**config.mk**
```make
export PLATFORM = sky130hd
export DESIGN_NAME = interp_step_sequencer
export DESIGN_NICKNAME = d
export VERILOG_FILES = /design/src/rtl/interp_pkg.sv /design/src/rtl/sat_add_detect.sv /design/src/rtl/interp_step_sequencer.sv
export SDC_FILE = /design/constraint.sdc
export NUM_CORES = 1
export LEC_CHECK = 0
export ABC_AREA = 1
export CORE_MARGIN = 3
export CORE_UTILIZATION = 25
export CTS_CLUSTER_SIZE = 24
export DETAILED_ROUTE_END_ITERATION = 12
export GPL_TIMING_DRIVEN = 1
export SYNTH_ARGS = -nofsm -noshare
export SYNTH_HDL_FRONTEND = slang
export SYNTH_SLANG_ARGS = --single-unit
```
**constraint.sdc**
```tcl
create_clock -name clk -period 2.27 [get_ports clk]
set_input_delay 0.3405 -clock clk [delete_from_list [all_inputs] [get_ports clk]]
set_output_delay 0.3405 -clock clk [all_outputs]
set_load 0.005 [all_outputs]
```
**src/rtl/interp_pkg.sv**
```systemverilog
// interp_pkg
//   Shared definitions for the interpolation step sequencer: state
//   encoding, error codes and the fixed-point format of tk values.
package interp_pkg;

  // State encoding
  localparam logic [2:0] IDLE    = 3'd0;
  localparam logic [2:0] INIT    = 3'd1;
  localparam logic [2:0] ISSUE   = 3'd2;
  localparam logic [2:0] WAIT    = 3'd3;
  localparam logic [2:0] ADVANCE = 3'd4;
  localparam logic [2:0] DONE    = 3'd5;
  localparam logic [2:0] ERR     = 3'd6;

  typedef enum logic [2:0] {
    S_IDLE    = IDLE,
    S_INIT    = INIT,
    S_ISSUE   = ISSUE,
    S_WAIT    = WAIT,
    S_ADVANCE = ADVANCE,
    S_DONE    = DONE,
    S_ERR     = ERR
  } state_t;

  // Error codes reported on err_code
  localparam logic [1:0] ERR_NONE = 2'b00;  // no error
  localparam logic [1:0] ERR_IOVF = 2'b01;  // interpolator overflow
  localparam logic [1:0] ERR_TOVF = 2'b10;  // tk arithmetic overflow
  localparam logic [1:0] ERR_TMO  = 2'b11;  // done_sg timeout

  // Fixed-point format of tk: 7 fractional bits, 1.0 = 0x0080
  localparam int         FRAC_BITS = 7;
  localparam logic [15:0] ONE      = 16'h0080;

endpackage

```
**src/rtl/sat_add_detect.sv**
```systemverilog
// sat_add_detect
//   Signed two's-complement adder with an overflow flag. The sum wraps;
//   the caller decides what to do when o_ovf is set.
// Ports:
//   i_a, i_b : signed operands (WIDTH bits)
//   o_sum    : wrapped sum
//   o_ovf    : high when the true sum is not representable in WIDTH bits
module sat_add_detect #(
  parameter int WIDTH = 16
) (
  input  logic [WIDTH-1:0] i_a,
  input  logic [WIDTH-1:0] i_b,
  output logic [WIDTH-1:0] o_sum,
  output logic             o_ovf
);

  logic [WIDTH-1:0] w_sum;

  assign w_sum = i_a + i_b;
  assign o_sum = w_sum;

  // Overflow only possible when both operands share a sign and the
  // result sign differs from it.
  assign o_ovf = (i_a[WIDTH-1] == i_b[WIDTH-1]) && (w_sum[WIDTH-1] != i_a[WIDTH-1]);

endmodule

```
**src/rtl/interp_step_sequencer.sv**
```systemverilog
// interp_step_sequencer
//   Drives an interpolator through the time points
//   tk = t_begin + i*h_step, i = 0..n_steps-1. Per point it presents
//   tk_port/uk_port, pulses start_sg and waits for done_sg. One init_sg
//   pulse per run. Aborts with a sticky error on interpolator overflow,
//   tk overflow or a done_sg timeout.
// Ports:
//   clk, rst                 : clock (rising edge), synchronous active-low reset
//   go                       : start a run (accepted in IDLE/DONE/ERR only)
//   t_begin, h_step, n_steps : time base, signed increment, point count
//   uk_base, u_stride        : uk address of point 0 and per-point increment
//   interp_done/overflow     : handshake and error from the interpolator
//   init_sg, start_sg        : one-cycle pulses to the interpolator
//   tk_port, uk_port         : current point, stable from ISSUE to ADVANCE
//   step_idx                 : index of the current point
//   busy, seq_done           : run in progress / one-cycle completion pulse
//   err, err_code            : sticky error flag and cause
module interp_step_sequencer #(
  parameter int WORD_SIZE     = 16,
  parameter int ADDRESS_WIDTH = 16,
  parameter int CNT_WIDTH     = 10,
  parameter int TIMEOUT       = 1023
) (
  input  logic                     clk,
  input  logic                     rst,
  input  logic                     go,
  input  logic [WORD_SIZE-1:0]     t_begin,
  input  logic [WORD_SIZE-1:0]     h_step,
  input  logic [CNT_WIDTH-1:0]     n_steps,
  input  logic [ADDRESS_WIDTH-1:0] uk_base,
  input  logic [ADDRESS_WIDTH-1:0] u_stride,
  input  logic                     interp_done,
  input  logic                     interp_overflow,
  output logic                     init_sg,
  output logic                     start_sg,
  output logic [WORD_SIZE-1:0]     tk_port,
  output logic [ADDRESS_WIDTH-1:0] uk_port,
  output logic [CNT_WIDTH-1:0]     step_idx,
  output logic                     busy,
  output logic                     seq_done,
  output logic                     err,
  output logic [1:0]               err_code
);

  import interp_pkg::*;

  localparam int TW = $clog2(TIMEOUT + 1);

  state_t                   r_state;
  state_t                   w_next_state;
  logic [WORD_SIZE-1:0]     r_tk;
  logic [ADDRESS_WIDTH-1:0] r_uk;
  logic [CNT_WIDTH-1:0]     r_idx;
  logic [CNT_WIDTH-1:0]     r_n_steps;
  logic [WORD_SIZE-1:0]     r_h_step;
  logic [ADDRESS_WIDTH-1:0] r_u_stride;
  logic [TW-1:0]            r_timer;
  logic                     r_seq_done;
  logic                     r_err;
  logic [1:0]               r_err_code;

  logic [TW:0]              w_timer_inc;
  logic [CNT_WIDTH-1:0]     w_last_idx;
  logic [WORD_SIZE-1:0]     w_tk_sum;
  logic                     w_tk_ovf;
  logic                     w_accept;
  logic                     w_advance;
  logic                     w_err_set;
  logic [1:0]               w_err_code_next;
  logic                     w_init_sg;
  logic                     w_start_sg;
  logic                     w_busy;

  sat_add_detect #(
    .WIDTH (WORD_SIZE)
  ) u_tk_add (
    .i_a   (r_tk),
    .i_b   (r_h_step),
    .o_sum (w_tk_sum),
    .o_ovf (w_tk_ovf)
  );

  // The timer holds the number of WAIT cycles already spent; the timeout
  // fires on the edge where that count would reach TIMEOUT, so the error
  // becomes visible TIMEOUT+1 cycles after the start_sg pulse.
  assign w_timer_inc = {1'b0, r_timer} + (TW+1)'(1);
  assign w_last_idx  = r_n_steps - CNT_WIDTH'(1);

  always_comb begin
    w_next_state    = r_state;
    w_accept        = 1'b0;
    w_advance       = 1'b0;
    w_err_set       = 1'b0;
    w_err_code_next = ERR_NONE;
    w_init_sg       = 1'b0;
    w_start_sg      = 1'b0;
    w_busy          = 1'b0;
    case (r_state)
      S_IDLE, S_DONE, S_ERR: begin
        if (go) begin
          w_accept     = 1'b1;
          w_next_state = (n_steps == '0) ? S_DONE : S_INIT;
        end
      end
      S_INIT: begin
        w_init_sg    = 1'b1;
        w_busy       = 1'b1;
        w_next_state = S_ISSUE;
      end
      S_ISSUE: begin
        w_start_sg   = 1'b1;
        w_busy       = 1'b1;
        w_next_state = S_WAIT;
      end
      S_WAIT: begin
        w_busy = 1'b1;
        // Overflow wins over a simultaneous done.
        if (interp_overflow) begin
          w_next_state    = S_ERR;
          w_err_set       = 1'b1;
          w_err_code_next = ERR_IOVF;
        end else if (interp_done) begin
          w_next_state = S_ADVANCE;
        end else if (w_timer_inc == (TW+1)'(TIMEOUT)) begin
          w_next_state    = S_ERR;
          w_err_set       = 1'b1;
          w_err_code_next = ERR_TMO;
        end
      end
      S_ADVANCE: begin
        w_busy = 1'b1;
        // The tk add is only checked when another point follows.
        if (r_idx == w_last_idx) begin
          w_next_state = S_DONE;
        end else if (w_tk_ovf) begin
          w_next_state    = S_ERR;
          w_err_set       = 1'b1;
          w_err_code_next = ERR_TOVF;
        end else begin
          w_advance    = 1'b1;
          w_next_state = S_ISSUE;
        end
      end
      default: begin
        w_next_state = S_IDLE;
      end
    endcase
  end

  always_ff @(posedge clk) begin
    if (!rst) begin
      r_state    <= S_IDLE;
      r_tk       <= '0;
      r_uk       <= '0;
      r_idx      <= '0;
      r_n_steps  <= '0;
      r_h_step   <= '0;
      r_u_stride <= '0;
      r_timer    <= '0;
      r_seq_done <= 1'b0;
      r_err      <= 1'b0;
      r_err_code <= ERR_NONE;
    end else begin
      r_state <= w_next_state;
      // Pulse on entry to DONE, including a zero-length run re-started from DONE.
      r_seq_done <= (w_next_state == S_DONE) && ((r_state != S_DONE) || w_accept);
      if (w_accept) begin
        r_tk       <= t_begin;
        r_uk       <= uk_base;
        r_idx      <= '0;
        r_n_steps  <= n_steps;
        r_h_step   <= h_step;
        r_u_stride <= u_stride;
        r_err      <= 1'b0;
        r_err_code <= ERR_NONE;
      end
      if (r_state == S_ISSUE) begin
        r_timer <= '0;
      end else if (r_state == S_WAIT) begin
        r_timer <= w_timer_inc[TW-1:0];
      end
      if (w_advance) begin
        r_tk  <= w_tk_sum;
        r_uk  <= r_uk + r_u_stride;
        r_idx <= r_idx + CNT_WIDTH'(1);
      end
      if (w_err_set) begin
        r_err      <= 1'b1;
        r_err_code <= w_err_code_next;
      end
    end
  end

  assign init_sg  = w_init_sg;
  assign start_sg = w_start_sg;
  assign busy     = w_busy;
  assign tk_port  = r_tk;
  assign uk_port  = r_uk;
  assign step_idx = r_idx;
  assign seq_done = r_seq_done;
  assign err      = r_err;
  assign err_code = r_err_code;

endmodule

```
==> results.md, run 1 <==
- Status: completed
- IO Pins: roughly 130
- Crit Path Max Fanout: 5
- Mapped Nets: 1111
- Number of port buffers: 127
- Die H: 170 um
- Yosys cell types: 40
- Worst hold slack: 0.406 ns
- Clock sinks: 101
- Final hold violation count: 0
- Crit path to: uk_port[15]
- Clk buf depth: 2
- HP Class: input pin to flip-flop
- Drt total wl: between 20000 and 25000 um
- Worst Setup End Kind: flip-flop
- Pre-CTS setup slack: -0.0250 ns
- Final worst-path cycle share: 95.7%
- Number of placed instances, taps included: 1465
- Final Worst Setup Slack: 0.0971 ns
- Drt wl/cell: about 14 um
- Final Skew: around 0.014 ns
- Setup tns final: 0 ns
- CP required: 2.56 ns
- Core Rows: 59
- Post-DP HPWL: 14900 um
- Initial antenna violation count: 1
- Synth warn: 0
- Unrepaired setup endpoints after global routing: yes
- Nets: roughly 1300
- GRT Total Usage: 13.8%
- Largest net degree at the start of global routing: 65
- Vias/cell: between 4 and 5
- Clock Latency Late Sink: 0.36 ns
- Seq cells post-synth: ~100
- Seq/Total Area, Yosys: 30.2%
- TritonCTS Buffers: 9
- Worst R2R Start: r_n_steps[1]
- DIE WIDTH: 170 um
- Core area: 26200 um2
- Slew headroom: 62.2%
- Min Tclk post-route: ~2.2 ns
- Reg2Reg Depth: 15
- Overflow after GRT: 0
- Starting density of the core: 25.5%
- Worst vdd ir: 0.361 mV
- H-Tree Depth: 3
- CP startpoint: r_n_steps[1]
- Pleak: 4.02 nW
- Final setup viols: 0
- FF-to-FF End: uk_port[15]
- Final instance area: 9540 um2
- Mapped Area: between 6000 and 7000 um2
- DP Area: roughly 8600 um2
- Power Density: about 990 nW/um2
- CTS tree: built
- Root Driver: clkbuf_16
- Area growth from synthesis to layout: 42.6%
- Fin. max-slew vios: 0
- Top-area cell type share of the netlist area: 30.2%
- Mapped Cells: 996
- Cell Count, Final, Fillers Out: 1500
- Worst-path clk slew: 0.07 ns
- Routed Antenna Nets: 0
- Vias: 6892
- CP startpoint kind: flip-flop
- Vias in the first global route: 6398
- Top cell type by total area after synthesis: dfxtp_1
- Top post-synthesis cells by area: dfxtp_1 30%, nand2_1 12%, nor2_1 9.2%
- Layout cells sized above 1: 19.8%
- DR iter-0 viols: 322
- Post-route DRC: 0
- Critical path class: flip-flop to flip-flop
- Least-Margin Pin Slew: 0.564 ns
- TritonRoute pass-1 iters: 7
- N_diodes: 0
- First-pass GRT wire length: 32300 um
- GPL Wtd Cong: 0.855
- Max Cap Violations: 0
- Die area: about 29000 um2
- Mean Syn Cell Area: 6.72 um2
- Hold buffers post-CTS: 0
- R2r setup slk: 0.1 ns
- Worst Path Arrival: 2.46 ns
- Maximum clock rate: 460 MHz
[state kept, by name, indices dropped and copies added (netlist names), 2 cells and up]
signal	cells
r_h_step	16
r_u_stride	16
tk_port	16
uk_port	16
r_n_steps	10
r_timer	10
step_idx	10
r_state	3
err_code	2
[cell usage in the layout, fill, tap and decap left out, types with 4 or more instances in the layout]
cell	netlist	routed
a21o_1	5	5
a21oi_1	73	66
a21oi_2	21	28
buf_12	1	9
buf_4	0	42
clkbuf_16	0	14
clkdlybuf4s50_1	0	125
dfxtp_1	101	87
dfxtp_2	0	14
ha_1	34	23
ha_4	0	10
inv_1	81	78
inv_2	10	10
nand2_1	213	206
nand2_2	3	9
nand3_1	59	53
nand3_2	24	30
nand3_4	2	4
nand3b_1	5	5
nand4_1	11	11
nor2_1	164	137
nor2_2	3	20
nor2_4	2	12
nor3_1	8	7
o21ai_0	70	66
o21ai_1	14	12
o21ai_2	0	5
o21bai_1	5	5
xnor2_1	17	17
xor2_1	16	16
[where the power goes]
group | internal (mW) | switching, mW | leakage (nW) | total [mW]
registers | 2.25 | 0.422 | 0.834 | 2.67
clock network | 0.749 | 0.738 | 0.126 | 1.49
logic | 2.38 | 2.91 | 3.06 | 5.30
total | 5.38 | 4.07 | 4.02 | 9.45
[critical path: stages, from the launching register on]
cell and delay [ns]:
dfxtp_2 0.34, inv_4 0.05, ha_4 0.23, inv_2 0.04, nand2_1 0.04, nand2_1 0.08, nand3_1 0.08, nor2_1 0.11
nand2_1 0.10, nor2_4 0.13, nand4_4 0.19, nand3_4 0.23, buf_12 0.16, clkbuf_16 0.15, o21ai_2 0.05, a21oi_1 0.12
[metal layers]
| layer | up-vias | share of wire (%) | wire length [um] | GRT usage [%] |
|---|---|---|---|---|
| met3 | 19 | 4.5 | 939 | 2.98 |
| met2 | 162 | 45 | 9530 | 21.7 |
| met4 | 2 | 1.1 | 240 | 3.09 |
| met5 | - | 0.033 | 7 | 0 |
| met1 | 3122 | 49 | 10300 | 19.2 |
| li1 | 3587 | - | - | - |
[worst min path at each step]
stage | startpoint | to | slack, ns | cells after the start
final | rst | r_timer[0] | 0.41 | 3
after floorplan | r_h_step[0] | r_h_step[0] | 0.46 | 2
after global placement | r_h_step[4] | r_h_step[4] | 0.47 | 2
after global routing | rst | r_timer[0] | 0.44 | 3
after detailed placement | r_h_step[4] | r_h_step[4] | 0.48 | 2
after CTS | rst | r_timer[2] | 0.39 | 3
[area by class of cell]
cell class                 count  area [um2]
tap                          335         419
clock buffer                  11         233
timing repair buffer         188        1960
multi-input combinational    766        4490
sequential                   101        2040
inverter                      94         368
fill                        2701       16700
clock inverter                 5        37.5
[per-stage QoR]
step / util (%) / power, mW
CTS: 33.7 / 8.83
global placement: 32.6 / 7.26
floorplan: - / 5.67
global route: 36.4 / 10.3
finish: 36.4 / 9.45
detailed placement: 32.6 / 7.29
[Yosys cell counts (all sizes together)]
cell type,number
dfxtp,101
fa,2
nor3,8
nand4,12
o21bai,5
nand2,216
xor2,16
nand3b,5
or2,4
xnor2,17
o211ai,1
clkbuf,18
nor2,169
inv,91
nor4,2
nand3,85
a21o,5
clkinv,3
a21oi,94
o21ai,84
ha,34
a31oi,2
a211oi,2
o22ai,1
buf,19
[timing repair]
action                                 CTS  global route
endpoints found under the hold margin    0             0
setup buffers                            0             9
pin swaps                                0            46
cloned                                   0            10
setup endpoints to repair                7            50
resized for setup                        4           116
[cell families (layout without fill, tap and decap cells)]
logic type      after synthesis  after routing  share of synthesized area, %
buf+inv                     131            298                          8.64
simple gates                501            503                          33.6
flops                       101            101                          30.2
fa+ha+maj                    36             36                          6.96
xor+xnor                     33             33                          4.32
compound gates              194            194                          16.2
No activity file was read; power rests on OpenSTA's default activity.
==> run 2, diff against run 1 <==
--- a/config.mk
+++ b/config.mk
@@ -11,6 +11,7 @@
 export CTS_CLUSTER_SIZE = 24
 export DETAILED_ROUTE_END_ITERATION = 12
 export GPL_TIMING_DRIVEN = 1
+export HOLD_SLACK_MARGIN = 0.02
 export SYNTH_ARGS = -nofsm -noshare
 export SYNTH_HDL_FRONTEND = slang
 export SYNTH_SLANG_ARGS = --single-unit
==> constraint.sdc (replaced) <==
create_clock -name clk -period 2.27 [get_ports clk]
set_input_delay 0.3405 -clock clk [delete_from_list [all_inputs] [get_ports clk]]
set_output_delay 0.3405 -clock clk [all_outputs]
set_load 0.01 [all_outputs]
==> run 2 against run 1 <==
Net effect: sequential power hardly changed; global-route usage hardly changed; non-clock buffer count is 4 lower; clock power hardly changed; critical path depth stayed put; first-iteration DRC count is 1.9% higher; worst hold slack worse by 0.0061 ns; worst setup slack worse by 0.015 ns; clock skew is 0.0028 ns lower; critical path type unchanged; largest cell class unchanged.
==> results.md, run 2 (synthesis results as in run 1) <==
- Status: completed
- Unrepaired setup endpoints after global routing: yes
- Die area: 28800 um2 (unchanged)
- Worst min-delay path startpoint: rst
- Final hold violation count: 0 (unchanged)
- Number of placed instances, taps included: 1465 (unchanged)
- Hold buffers post-CTS: 0 (unchanged)
- R2r setup slk: 0.08 ns (about the same)
- GPL Wtd Cong: 0.855 (unchanged)
- Most common cell after layout, fill and taps aside: nand2_1
- N_diodes: 0 (unchanged)
- Starting density of the core: 25.5% (unchanged)
- Max Cap Violations: 0 (unchanged)
- Register Area: 2040 um2 (-0.12%)
- Pleak: 3.97 nW (-1.3%)
- Drt wl/cell: 14.0 um (-0.26%)
- CP startpoint: r_n_steps[1]
- Final Skew: 0.0109 ns (-0.00276 ns)
- Least-Margin Pin Slew: 0.576 ns (+0.0121 ns)
- CP startpoint kind: flip-flop
- Most frequent cells in the layout: 205 x nand2_1, 142 x nor2_1, 125 x clkdlybuf4s50_1
- IO Pins: 128 (unchanged)
- TritonCTS Buffers: 9 (unchanged)
- Maximum clock rate: 457 MHz (-0.67%)
- TritonRoute pass-1 iters: 4 (-3)
- Hold-critical path endpoint: r_timer[0]
- Overflow after GRT: 0 (unchanged)
- DIE WIDTH: 170 um (unchanged)
- Worst vdd ir: 0.358 mV (-0.83%)
- Vias/cell: 4.58 (-0.30%)
- Worst Setup End Kind: flip-flop
- Final worst-path cycle share: 96.4% (+0.64 points)
- Vias: 6853 (-0.57%)
- FF-to-FF End: tk_port[5]
- Fillers: 2730 (+1.1%)
- Core area: 26200 um2 (unchanged)
- Worst Path Arrival: 2.43 ns (-0.03 ns)
- Fin. max-slew vios: 0 (unchanged)
- Routed Antenna Nets: 0 (unchanged)
- HP Class: input pin to flip-flop
- Cell Count, Final, Fillers Out: 1496 (-0.27%)
- Reg2Reg Depth: 15 (unchanged)
- Layout cells sized above 1: 18.4% (-1.4 points)
- Post-DP HPWL: 14900 um (unchanged)
- Area growth from synthesis to layout: 40.8%
- Crit Path Max Fanout: 7 (+2)
- Worst-path clk slew: 0.07 ns (about the same)
- Post-route DRC: 0 (unchanged)
- CP required: 2.51 ns (-0.05 ns)
- Number of port buffers: 127 (unchanged)
- Critical path class: flip-flop to flip-flop
- H-Tree Depth: 3 (unchanged)
- Hold Path Cell Cnt: 3 (unchanged)
- First-pass GRT wire length: 32200 um (-0.21%)
- Util after Layout: 35.9% (-0.47 points)
- Slew headroom: 61.4% (-0.81 points)
- Clock sinks: 101 (unchanged)
- Final setup viols: 0 (unchanged)
- Vias in the first global route: 6380 (-0.28%)
- Clock Latency Late Sink: 0.36 ns (about the same)
- Root Driver: clkbuf_16
- Multi-input gate area: 4430 um2 (-1.4%)
- Core Rows: 59 (unchanged)
- Nets: 1271 (-0.31%)
- Initial antenna violation count: 1 (unchanged)
- Min Tclk post-route: 2.19 ns (+0.0146 ns)
- Die H: 170 um (unchanged)
- Clk buf depth: 2 (unchanged)
- GRT Total Usage: 13.7% (-0.024 points)
- DR iter-0 viols: 328 (+1.9%)
- Drt total wl: 20900 um (-0.52%)
- Largest net degree at the start of global routing: 65 (unchanged)
- CTS tree: built
- Power Density: 999 nW/um2 (+0.82%)
- Worst R2R Start: r_n_steps[1]
run 2: through the flow:
stage / power (mW) / worst slack, ns / instance area [um2] / TNS [ns] / hold WS (ns)
after floorplan: 5.74 / 0.114 / 6690 / 0 / 0.459
after global placement: 7.34 / 0.0306 / 8550 / 0 / 0.467
after detailed placement: 7.37 / -0.0250 / 8550 / -0.0384 / 0.478
after CTS: 8.89 / 0.0197 / 8830 / 0 / 0.386
after global routing: 10.2 / -0.0915 / 9420 / -1.11 / 0.439
final: 9.41 / 0.0824 / 9420 / 0 / 0.400
run 2: worst max path at each step:
stage	endpoint	slack (ns)	cells past startpoint
2_1_floorplan	uk_port[12]	0.11	11
3_3_place_gp	step_idx[0]	0.03	14
3_5_place_dp	step_idx[0]	-0.03	14
4_1_cts	tk_port[13]	0.02	14
5_1_grt	tk_port[5]	-0.09	15
6_report	tk_port[5]	0.08	15
run 2: routing by layer:
metal	up-vias	global-route usage [%]	wire length [um]
met1	3107	19.2	10300
met5	-	0	7
met3	21	2.98	858
met4	2	3.09	243
met2	147	21.7	9500
li1	3576	-	-
run 2: timing repair:
| item | 4_1_cts | 5_1_grt |
|---|---|---|
| gates resized for setup | 3 | 99 |
| pin swaps | 0 | 39 |
| setup buffers | 0 | 6 |
| gates cloned | 0 | 9 |
| setup endpoints to repair | 7 | 51 |
run 2: layout make-up:
| cell class | instances | area share, % |
|---|---|---|
| Tap cell | 335 | 4.45 |
| Inverter | 94 | 3.88 |
| Clock buffer | 11 | 2.47 |
| Clock inverter | 5 | 0.398 |
| Sequential cell | 101 | 21.6 |
| Timing Repair Buffer | 184 | 20.2 |
| Multi-Input combinational cell | 766 | 47.0 |
run 2: critical path, stage by stage, from the launching register on:
cell     delay, ns
dfxtp_2       0.34
inv_4         0.05
ha_4          0.23
inv_2         0.04
nand2_1       0.04
nand2_1       0.08
nand3_1       0.09
nor2_1        0.11
nand2_1       0.10
nor2_4        0.13
nand4_4       0.18
nand3_4       0.25
buf_12        0.19
nor2_4        0.04
nor2_2        0.13
a21oi_2       0.06
run 2: where the power goes:
| group | internal (mW) | total (mW) | leakage (nW) | switching (mW) |
|---|---|---|---|---|
| clock network | 0.748 | 1.48 | 0.126 | 0.733 |
| logic | 2.32 | 5.27 | 3.01 | 2.95 |
| registers | 2.25 | 2.66 | 0.833 | 0.413 |
==> run 3, diff against run 2 <==
--- a/config.mk
+++ b/config.mk
@@ -12,6 +12,8 @@
 export DETAILED_ROUTE_END_ITERATION = 12
 export GPL_TIMING_DRIVEN = 1
 export HOLD_SLACK_MARGIN = 0.02
+export SETUP_SLACK_MARGIN = 0.5
+export SLEW_MARGIN = 10
 export SYNTH_ARGS = -nofsm -noshare
 export SYNTH_HDL_FRONTEND = slang
 export SYNTH_SLANG_ARGS = --single-unit
==> run 3 against run 2 <==
Net effect: die area unchanged; sequential share of layout area down 0.27 points; critical endpoint is now tk_port[6]; wire length increased by 5.3%; total power up 6.2%.
==> results.md, run 3 (synthesis results as in run 1) <==
- Status: completed
- Total Power Consumption: 10.0 mW (+6.2%)
- Setup tns final: 0 ns (unchanged)
- Least-Margin Pin Slew: 0.475 ns (-0.101 ns)
- GPL Wtd Cong: 0.874 (+2.2%)
- DR iter-0 viols: 376 (+15%)
- Worst Path Arrival: 2.36 ns (-0.07 ns)
- Overflow after GRT: 0 (unchanged)
- Clk buf depth: 2 (unchanged)
- Largest net degree at the start of global routing: 67 (+3.1%)
- FF-to-FF End: tk_port[6]
- Core Rows: 59 (unchanged)
- Starting density of the core: 25.5% (unchanged)
- Clock sinks: 101 (unchanged)
- GRT Total Usage: 14.6% (+0.85 points)
- Crit Path Max Fanout: 6 (-1)
- Die H: 170 um (unchanged)
- Drt wl/cell: 14.7 um (+5.4%)
- Min Tclk post-route: 2.13 ns (-0.0567 ns)
- Power Density: 1030 nW/um2 (+2.9%)
- H-Tree Depth: 3 (unchanged)
- Most common cell after layout, fill and taps aside: nand2_1
- CP required: 2.50 ns (about the same)
- Drt total wl: 22000 um (+5.3%)
- IO Pins: 128 (unchanged)
- CTS tree: built
- N_diodes: 0 (unchanged)
- Fin. max-slew vios: 0 (unchanged)
- Pleak: 4.11 nW (+3.5%)
- Vias in the first global route: 6641 (+4.1%)
- CP startpoint kind: flip-flop
- Worst-path clk slew: 0.08 ns (about the same)
- Crit path to: tk_port[6]
- Final Skew: 0.0108 ns (-0.000105 ns)
- Root Driver: clkbuf_16
- Initial antenna violation count: 1 (unchanged)
- HP Class: input pin to flip-flop
- Hold Path Cell Cnt: 3 (unchanged)
- TritonRoute pass-1 iters: 4 (unchanged)
- Routed Antenna Nets: 0 (unchanged)
- Worst vdd ir: 0.384 mV (+7.2%)
- Nets: 1269 (-0.16%)
- CP startpoint: r_n_steps[0]
- Final worst-path cycle share: 93.9% (-2.5 points)
- Vias/cell: 4.67 (+1.9%)
- Slew headroom: 68.3% (+7.0 points)
- Reg2Reg Depth: 16 (+1)
- Maximum clock rate: 469 MHz (+2.7%)
- Area growth from synthesis to layout: 45.3%
- First-pass GRT wire length: 34000 um (+5.4%)
- DIE WIDTH: 170 um (unchanged)
- Unrepaired setup endpoints after global routing: yes
- Clock Latency Late Sink: 0.36 ns (about the same)
- TritonCTS Buffers: 9 (unchanged)
- Core area: 26200 um2 (unchanged)
- Hold buffers post-CTS: 0 (unchanged)
- Die area: 28800 um2 (unchanged)
- Most frequent cells in the layout: 200 x nand2_1, 145 x nor2_1, 117 x clkdlybuf4s50_1
- Worst Setup End Kind: flip-flop
- Post-DP HPWL: 15600 um (+4.4%)
- Vias: 6975 (+1.8%)
- Max Cap Violations: 0 (unchanged)
- Critical path class: flip-flop to flip-flop
- Layout cells sized above 1: 23.6% (+5.1 points)
- Post-route DRC: 0 (unchanged)
- R2r setup slk: 0.14 ns (+0.06 ns)
- Worst R2R Start: r_n_steps[0]
- Final hold violation count: 0 (unchanged)
- Final setup viols: 0 (unchanged)
- Number of port buffers: 127 (unchanged)
-- run 3: cell count changes in the layout (fill, tap and decap cells not counted), moves of 7 or more --
cell,delta
clkdlybuf4s50_1,-8
dfxtp_1,-17
dfxtp_2,+10
dfxtp_4,+7
o21ai_0,-10
o21ai_2,+8
-- run 3: where the power goes --
part | internal, mW | total [mW] | switching [mW]
clock network | 0.776 | 1.56 | 0.785
logic | 2.56 | 5.69 | 3.13
registers | 2.27 | 2.74 | 0.469
-- run 3: per-stage QoR --
stage	area, um2	setup slack [ns]	std cells	hold slack (ns)	utilization [%]
global placement	8680	0.112	1444	0.471	33.1
global route	9720	-0.0223	1494	0.463	37.1
finish	9720	0.139	1494	0.439	37.1
floorplan	6960	0.296	996	0.459	-
detailed placement	8680	0.0938	1444	0.486	33.1
CTS	9350	0.198	1484	0.427	35.7
-- run 3: per-layer routing --
layer	global-route usage (%)	vias to the layer above	wire, um
li1	-	3572	-
met1	19.0	3251	10300
met2	24.5	127	10500
met3	3.12	23	945
met4	3.70	2	290
met5	0	-	12
-- run 3: worst min-delay path by stage --
stage | start | endpoint | slack [ns]
after floorplan | r_u_stride[10] | r_u_stride[10] | 0.46
after global placement | r_u_stride[3] | r_u_stride[3] | 0.47
after detailed placement | r_u_stride[3] | r_u_stride[3] | 0.49
after CTS | rst | r_state[0] | 0.43
after global routing | rst | err | 0.46
final | rst | r_state[0] | 0.44
-- run 3: critical path: stages (launching register included) --
cell     delay, ns
dfxtp_2       0.36
inv_4         0.06
ha_4          0.24
inv_2         0.05
nand2_2       0.04
nand2_2       0.08
nand3_2       0.08
nor2_1        0.09
nand2_1       0.09
nor2_4        0.13
nand4_4       0.13
nand3_4       0.13
buf_12        0.17
buf_12        0.14
nor2_1        0.05
nor2_1        0.11
a21oi_2       0.06
-- run 3: layout make-up --
cell class | count | area, um2
clock buffers | 9 | 225
well taps | 335 | 419
clock inverters | 7 | 67.6
fillers | 2741 | 16500
inverters | 94 | 368
multi-input cells | 764 | 4610
flip-flops and latches | 101 | 2080
repair buffers | 184 | 1960
-- run 3: timing repair --
item | in CTS | in global routing
cloned | 3 | 4
buffers inserted | 21 | 6
endpoints found under the setup margin | 77 | 94
resized for setup | 56 | 84
pin swaps | 18 | 29
